$ cat src/rtl/button_debounce.sv
// Pushbutton conditioner: synchronises a raw pin, qualifies transitions with a
// debounce counter, and emits a clean level, edge strobes, long-press strobe and press count.
//
// state       | meaning
// RELEASED    | accepted level is released, input agrees
// PRESS_CHK   | input reads pressed, counting stable samples before accepting
// PRESSED     | accepted level is pressed, long-press timer running
// RELEASE_CHK | input reads released, counting stable samples before accepting
module button_debounce #(
  parameter int SYNC_STAGES       = 2,
  parameter int DEBOUNCE_CYCLES   = 16,
  parameter int LONG_PRESS_CYCLES = 64,
  parameter int COUNT_WIDTH       = 8,
  parameter bit ACTIVE_LOW        = 1'b0
) (
  input  logic                   clk,
  input  logic                   rst,
  input  logic                   btn_in,
  output logic                   btn_level,
  output logic                   press_pulse,
  output logic                   release_pulse,
  output logic                   long_press_pulse,
  output logic [COUNT_WIDTH-1:0] press_count
);

  localparam int DB_W = $clog2(DEBOUNCE_CYCLES) + 1;
  localparam int LP_W = $clog2(LONG_PRESS_CYCLES) + 1;
  localparam logic [DB_W-1:0] DB_ONE  = DB_W'(1);
  localparam logic [DB_W-1:0] DB_LAST = DB_W'(DEBOUNCE_CYCLES - 1);
  localparam logic [LP_W-1:0] LP_ONE  = LP_W'(1);
  localparam logic [LP_W-1:0] LP_LAST = LP_W'(LONG_PRESS_CYCLES - 1);
  localparam logic [LP_W-1:0] LP_MAX  = LP_W'(LONG_PRESS_CYCLES);
  localparam logic [COUNT_WIDTH-1:0] CNT_ONE = COUNT_WIDTH'(1);

  typedef enum logic [1:0] {
    RELEASED    = 2'd0,
    PRESS_CHK   = 2'd1,
    PRESSED     = 2'd2,
    RELEASE_CHK = 2'd3
  } state_t;

  logic [SYNC_STAGES-1:0] sync;
  logic                   btn_s;

  state_t                 state, state_nxt;
  logic [DB_W-1:0]        db_cnt, db_cnt_nxt;
  logic [LP_W-1:0]        long_cnt, long_cnt_nxt;
  logic                   level_nxt;
  logic                   press_nxt;
  logic                   release_nxt;
  logic                   long_nxt;
  logic [COUNT_WIDTH-1:0] count_nxt;

  // Pin is normalised so that 1 always means pressed from here on.
  always_ff @(posedge clk) begin
    if (rst) sync <= '0;
    else     sync <= {sync[SYNC_STAGES-2:0], btn_in ^ ACTIVE_LOW};
  end

  assign btn_s = sync[SYNC_STAGES-1];

  always_ff @(posedge clk) begin
    if (rst) begin
      state            <= RELEASED;
      db_cnt           <= '0;
      long_cnt         <= '0;
      btn_level        <= 1'b0;
      press_pulse      <= 1'b0;
      release_pulse    <= 1'b0;
      long_press_pulse <= 1'b0;
      press_count      <= '0;
    end else begin
      state            <= state_nxt;
      db_cnt           <= db_cnt_nxt;
      long_cnt         <= long_cnt_nxt;
      btn_level        <= level_nxt;
      press_pulse      <= press_nxt;
      release_pulse    <= release_nxt;
      long_press_pulse <= long_nxt;
      press_count      <= count_nxt;
    end
  end

  always_comb begin
    state_nxt    = state;
    db_cnt_nxt   = db_cnt;
    long_cnt_nxt = long_cnt;
    level_nxt    = btn_level;
    press_nxt    = 1'b0;
    release_nxt  = 1'b0;
    long_nxt     = 1'b0;
    count_nxt    = press_count;

    // Long timer keeps running through release bounce; it only restarts on a new press.
    if ((state == PRESSED || state == RELEASE_CHK) && long_cnt != LP_MAX) begin
      long_cnt_nxt = long_cnt + LP_ONE;
      long_nxt     = (long_cnt == LP_LAST);
    end

    case (state)
      RELEASED: begin
        if (btn_s) begin
          state_nxt  = PRESS_CHK;
          db_cnt_nxt = DB_ONE;
        end
      end
      PRESS_CHK: begin
        if (!btn_s) begin
          state_nxt  = RELEASED;
          db_cnt_nxt = '0;
        end else if (db_cnt == DB_LAST) begin
          state_nxt    = PRESSED;
          db_cnt_nxt   = '0;
          level_nxt    = 1'b1;
          press_nxt    = 1'b1;
          count_nxt    = press_count + CNT_ONE;
          long_cnt_nxt = '0;
        end else begin
          db_cnt_nxt = db_cnt + DB_ONE;
        end
      end
      PRESSED: begin
        if (!btn_s) begin
          state_nxt  = RELEASE_CHK;
          db_cnt_nxt = DB_ONE;
        end
      end
      RELEASE_CHK: begin
        if (btn_s) begin
          state_nxt  = PRESSED;
          db_cnt_nxt = '0;
        end else if (db_cnt == DB_LAST) begin
          state_nxt   = RELEASED;
          db_cnt_nxt  = '0;
          level_nxt   = 1'b0;
          release_nxt = 1'b1;
        end else begin
          db_cnt_nxt = db_cnt + DB_ONE;
        end
      end
      default: begin
        state_nxt  = RELEASED;
        db_cnt_nxt = '0;
      end
    endcase
  end

endmodule

$ cat config.mk
export PLATFORM = sky130hd
export DESIGN_NAME = button_debounce
export DESIGN_NICKNAME = d
export VERILOG_FILES = /design/src/rtl/button_debounce.sv
export SDC_FILE = /design/constraint.sdc
export NUM_CORES = 1
export LEC_CHECK = 0
export ABC_CLOCK_PERIOD_IN_PS = 1550
export CAP_MARGIN = 5
export CORE_MARGIN = 2
export CORE_UTILIZATION = 35
export CTS_CLUSTER_SIZE = 12
export DETAILED_ROUTE_END_ITERATION = 8
export GPL_ROUTABILITY_DRIVEN = 0
export GPL_TIMING_DRIVEN = 0
export PLACE_DENSITY = 0.62
export SKIP_LAST_GASP = 1
export SYNTH_ARGS = -nofsm -noshare
export SYNTH_HDL_FRONTEND = slang
export SYNTH_SLANG_ARGS = --single-unit
export TNS_END_PERCENT = 20
$ cat constraint.sdc
create_clock -name clk -period 1.55 [get_ports clk]
set_input_delay 0.31 -clock clk [delete_from_list [all_inputs] [get_ports clk]]
set_output_delay 0.31 -clock clk [all_outputs]
set_load 0.02 [all_outputs]
# Word level (Yosys, flattened, before mapping)
# Cells that the tools add are included.
# op_classes
addsub	3
n_eq_ne	14
mux	23
bitwise_logic	4
n_reduce_logical	11
# op_table
op	n
$mux W7	4
$mux W5	5
$pmux W5 S4	1
$mux W2	6
$ne A2 B2 Y1 const B	5
$add A8 B1 Y8 const B	1
$pmux W2 S4	1
$add A7 B1 Y7 const B	1
$eq A7 B6 Y1 const B	1
$ne A7 B7 Y1 const B	1
$reduce_or A3 Y1	2
$add A5 B1 Y5 const B	1
$eq A5 B4 Y1 const B	1
$mux W1	5
$reduce_and A5 Y1	1
$eq A2 B2 Y1 const B	2
$not A1 Y1	4
$reduce_and A4 Y1	1
$ne A3 B2 Y1 const B	1
$ne A3 B3 Y1 const B	1
$reduce_and A3 Y1	1
$eq A2 B1 Y1 const B	1
$logic_not A2 Y1	1
$ne A2 B1 Y1 const B	1
other kinds (6)	6
# word_totals
reg_bits	28
input_bits	3
elab_cells	64

# Depth between registers and ports, before layout
# depth
word_depth	7
ltp_mapped	6
depth_no_buf	5

# Worst setup path before layout
# No wires, ideal clock.
# synth_path
path_type	register to register
startpoint	reg db_cnt[0]
endpoint	reg press_count[7]
t_arrival_ns	1.445
t_required_ns	1.429
path_slack_ns	-0.016
path_stages_with_launch	6
synth_period_minus_slack_ns	1.566
path_cell_list	dfxtp_1 > ha_1 > nand4b_1 > buf_2 > nor4_1 > mux2_2
# synth_via
elab_chain_cells	2
# synth_rtl
element	line	rtl
start, declared	46	logic [DB_W-1:0] db_cnt, db_cnt_nxt;
start signal, assigned	74	db_cnt <= db_cnt_nxt;
$eq A5 B4 Y1	111	end else if (db_cnt == DB_LAST) begin
$reduce_and A3 Y1 (no line)	n/a	
end signal, assigned	80	press_count <= count_nxt;
end, declared	23	output logic [COUNT_WIDTH-1:0] press_count
# No other way between the ends.
# A chain may end at the register's enable or synchronous reset.

# Worst setup path after layout
# layout_path
startpoint	reg press_count[5]
endpoint	out press_count[5]
# No word-level cell between the ends.

==> flow_summary_export.csv <==
group,metric,value,unit
run_status,outcome,"finished, violations left",
run_status,violations,"negative setup slack",
clocking,clock-sinks,28,
power_and_ir_drop,p_sw,0.2548,mW
setup_path,cp.required,1.24,ns
global_routing,antenna_found_initial,0,
job,cap_violations,0,
placement,placed_cell_area,1523,µm²
floorplanning,rows,22,
timing,drv_slew,0,
clocking,clockBufferDepth,2,
setup_path,r2r_slack,-0.05,ns
hold_path,hold_path_end,"sync[1]",
logic_synthesis,ys.warnings.count,0,
cells_and_area,layout-drive-gt1-share,0.1488,
cells_and_area,fillCellCount,357,
hold_path,min_from,"sync[0]",
power_and_ir_drop,pwr-share-clk,0.324,
cells_and_area,finalNetCount,177,
cells_and_area,syn2layout_area_growth,27.14,%
timing,whs,0.4502,ns
global_routing,grt_max_degree,15,
timing,setup_ws,-0.05870,ns
power_and_ir_drop,combinationalPowerShare,0.056,
routing,drt_wl_total,2876,µm
timing,rsz0062_at_grt,"true",
cells_and_area,final-seq-area,565.5,µm²
floorplanning,pin_count,15,
logic_synthesis,syn_inst,147,
power_and_ir_drop,seq_power_share,0.620,
routing,drtIter0Drc,29,
logic_synthesis,ys_seq_area_frac,0.4267,
routing,vias_per_cell,5.407,
setup_path,cp_top_family,"buffers and inverters",
clocking,cts-root-buf,"clkbuf_8",
global_routing,grt_pass1_wl,5106,µm
routing,antenna_left,0,
routing,wire_per_inst,13.31,µm
timing,clock.fmax,621.6,MHz
cells_and_area,fin_cells,216,
global_routing,grt-ovfl-total,0,
power_and_ir_drop,power.internal,0.9317,mW
setup_path,slowest_delay,0.63,ns
clocking,insertion_delay,0.27,ns
placement,hpwl,2102,µm
power_and_ir_drop,leakage,0.6909,nW
floorplanning,dieHeight,65.27,µm
cells_and_area,antenna_cells,0,
setup_path,critPathSlowestCell,"clkdlybuf4s50_1",
global_routing,grt_pass1_vias,1150,
hold_path,worstHoldPathCells,1,
routing,drc_errors,0,
routing,drt_pre_antenna_iters,4,
placement,portBuffers,14,
placement,dpl.cell_count,209,
setup_path,r2r-end,"press_count[7]",
logic_synthesis,postSynthAreaPerCell,8.937,µm²
floorplanning,die_area,4260,µm²
timing,skew,0.002158,ns
timing,relSlewSlack,0.7527,
power_and_ir_drop,p_sw_frac,0.2147,
power_and_ir_drop,powerDensity,710.3,nW/µm²
timing,final_hold_viol_count,0,
clocking,htreeDepth,1,
setup_path,critical_path_class,"reg -> out",
logic_synthesis,syn_area,1314,µm²
global_routing,track_usage,0.1497,
timing,min_period_over_period,1.038,
setup_path,cp.arrival,1.30,ns
clocking,cts_tree,"built",
timing,max_slew.worst_pin.slew,0.3685,ns
logic_synthesis,synth.net_count,154,
setup_path,path_buf_inv,1,
setup_path,cp-start-kind,"flip-flop",
setup_path,critPathMaxFanout,5,
cells_and_area,design_area,1670,µm²
timing,setup_viol,3,
clocking,cts_buffers,3,
power_and_ir_drop,vdd.ir_drop.worst,0.4058,mV
logic_synthesis,synth.distinct_cells,36,
floorplanning,initial_utilization,0.3616,
floorplanning,die_width,65.27,µm
cells_and_area,multiInputGateArea,745.7,µm²
floorplanning,core-area,3633,µm²
logic_synthesis,ys_ff_latch,28,
clocking,clkTransAtPathRegs,0.09,ns
hold_path,hold_path_class,"reg -> reg",
timing,fin_crit,1.609,ns
setup_path,crit_chain,"clkdlybuf4s50_1",
setup_path,cp-end-kind,"primary output",
setup_path,reg2regPathDepth,5,
routing,vias,1168,
setup_path,r2r_start,"db_cnt[0]",
==> power groups by stage <==
stage / Clock, mW / Sequential (mW) / Combinational, mW
4_1_cts: 0.394 / 0.737 / 0.0672
5_1_grt: 0.428 / 0.737 / 0.0728
2_1_floorplan: 0 / 0.758 / 0.0307
6_report: 0.384 / 0.736 / 0.0666
3_3_place_gp: 0 / 0.753 / 0.0615
3_5_place_dp: 0 / 0.754 / 0.0630
==> metrics by stage <==
| step | power (mW) | utilization | TNS (ns) | setup slack [ns] |
|---|---|---|---|---|
| floorplan | 0.7887 | - | -0.0001077 | -0.00005385 |
| global placement | 0.8147 | 0.4191 | -5.933 | -0.4324 |
| detailed placement | 0.8166 | 0.4191 | -7.022 | -0.4730 |
| CTS | 1.198 | 0.4566 | -0.5820 | -0.1086 |
| global route | 1.238 | 0.4597 | -0.8838 | -0.1290 |
| finish | 1.186 | 0.4597 | -0.1297 | -0.05870 |
==> what timing repair did <==
item                                    in CTS  in global routing
setup buffers                                4                  0
endpoints found under the setup margin      30                 26
resized for setup                           16                  6
hold buffers                                 0                  0
pin swaps                                    0                  0
==> cell usage after synthesis (all sizes together) <==
master | number | area [µm²]
and4b | 1 | 10.01
nand3 | 9 | 45.04
o311ai | 1 | 8.760
nor2b | 5 | 31.28
nor2 | 6 | 22.52
or4 | 3 | 22.52
o2111ai | 1 | 8.760
nand2b | 2 | 12.51
clkinv | 1 | 3.750
dfxtp | 28 | 560.5
nand3b | 1 | 11.26
o21ai | 7 | 35.03
clkbuf | 4 | 15.01
o31a | 1 | 8.760
nor3 | 1 | 5.000
o211a | 2 | 20.02
nand4b | 1 | 8.760
or3b | 1 | 8.760
mux2 | 3 | 33.78
a21oi | 11 | 55.05
inv | 8 | 30.03
o211ai | 5 | 37.54
and3 | 1 | 6.260
ha | 4 | 50.05
mux2i | 2 | 20.02
o31ai | 3 | 22.52
and2 | 1 | 6.260
nor3b | 2 | 15.01
nand2 | 7 | 26.28
or3 | 4 | 25.02
a311o | 1 | 10.01
xor2 | 3 | 26.28
nand4bb | 2 | 22.52
buf | 4 | 20.02
nor4 | 5 | 31.28
nand4 | 6 | 37.54
==> routing by layer <==
metal	wire length, µm	global-route usage	part of all wire
met4	11	0.01563	0.0038
met1	1327	0.1828	0.46
met2	1460	0.2742	0.51
met5	0	0	0
met3	77	0.03596	0.027
==> registers in the layout (all words and copies together) (netlist names), named ones only <==
signal,flops
long_press_pulse,1
release_pulse,1
db_cnt,5
press_pulse,1
long_cnt,7
state,1
btn_level,1
press_count,8
sync,2
==> cell type report <==
type | instances | area share
tap | 48 | 0.03596
sequential | 28 | 0.3386
inverter | 9 | 0.02022
timing repair buffer | 18 | 0.1071
buffer | 8 | 0.02697
multi-input combinational | 102 | 0.4464
clock buffer | 3 | 0.02472
==> logic make-up (layout without fill, tap and decap cells) <==
| group | after synthesis | in the layout | synth area share |
|---|---|---|---|
| AO/OA/AOI/OAI | 32 | 32 | 0.1571 |
| XOR/XNOR | 3 | 3 | 0.02000 |
| adder cells (fa/ha/maj) | 4 | 4 | 0.03810 |
| buffers and inverters | 17 | 38 | 0.05238 |
| flip-flops | 28 | 28 | 0.4267 |
| multiplexers | 5 | 5 | 0.04095 |
| AND/OR/NAND/NOR | 58 | 58 | 0.2648 |
==> placed cells by master (no fill, tap or decap), types with 2 or more instances in the layout <==
cell	instances
nand3_1	9
dfxtp_1	26
xor2_1	3
clkbuf_8	3
o31ai_1	3
nor3b_1	2
clkbuf_2	3
or3_1	4
or4_1	3
inv_1	8
a21oi_1	11
nand2_1	7
nand4bb_1	2
mux2_2	2
o211a_1	2
nor2b_1	5
nor4_4	2
nor2_1	6
nand4_1	6
buf_2	3
o211ai_1	5
dlymetal6s2s_1	4
o21ai_0	6
mux2i_1	2
nor4_1	2
ha_1	3
nand2b_1	2
clkdlybuf4s50_1	9
buf_4	4
==> worst max-delay path by stage <==
stage          cells after the start  slack (ns)                to            from
6_report                           1       -0.06    press_count[5]  press_count[5]
5_1_grt                            1       -0.13    press_count[5]  press_count[5]
4_1_cts                            1       -0.11    press_count[3]  press_count[3]
3_5_place_dp                       4       -0.47  long_press_pulse             rst
3_3_place_gp                       4       -0.43  long_press_pulse             rst
2_1_floorplan                      5    -0.00005    press_count[5]       db_cnt[0]
==> worst register-to-register path: stages, from the launching register on <==
cell      delay (ns)
dfxtp_4         0.36
ha_4            0.15
nand4b_1        0.14
buf_6           0.18
nor4_4          0.29
mux2_2          0.37
Power figures use the tool's default switching activity.
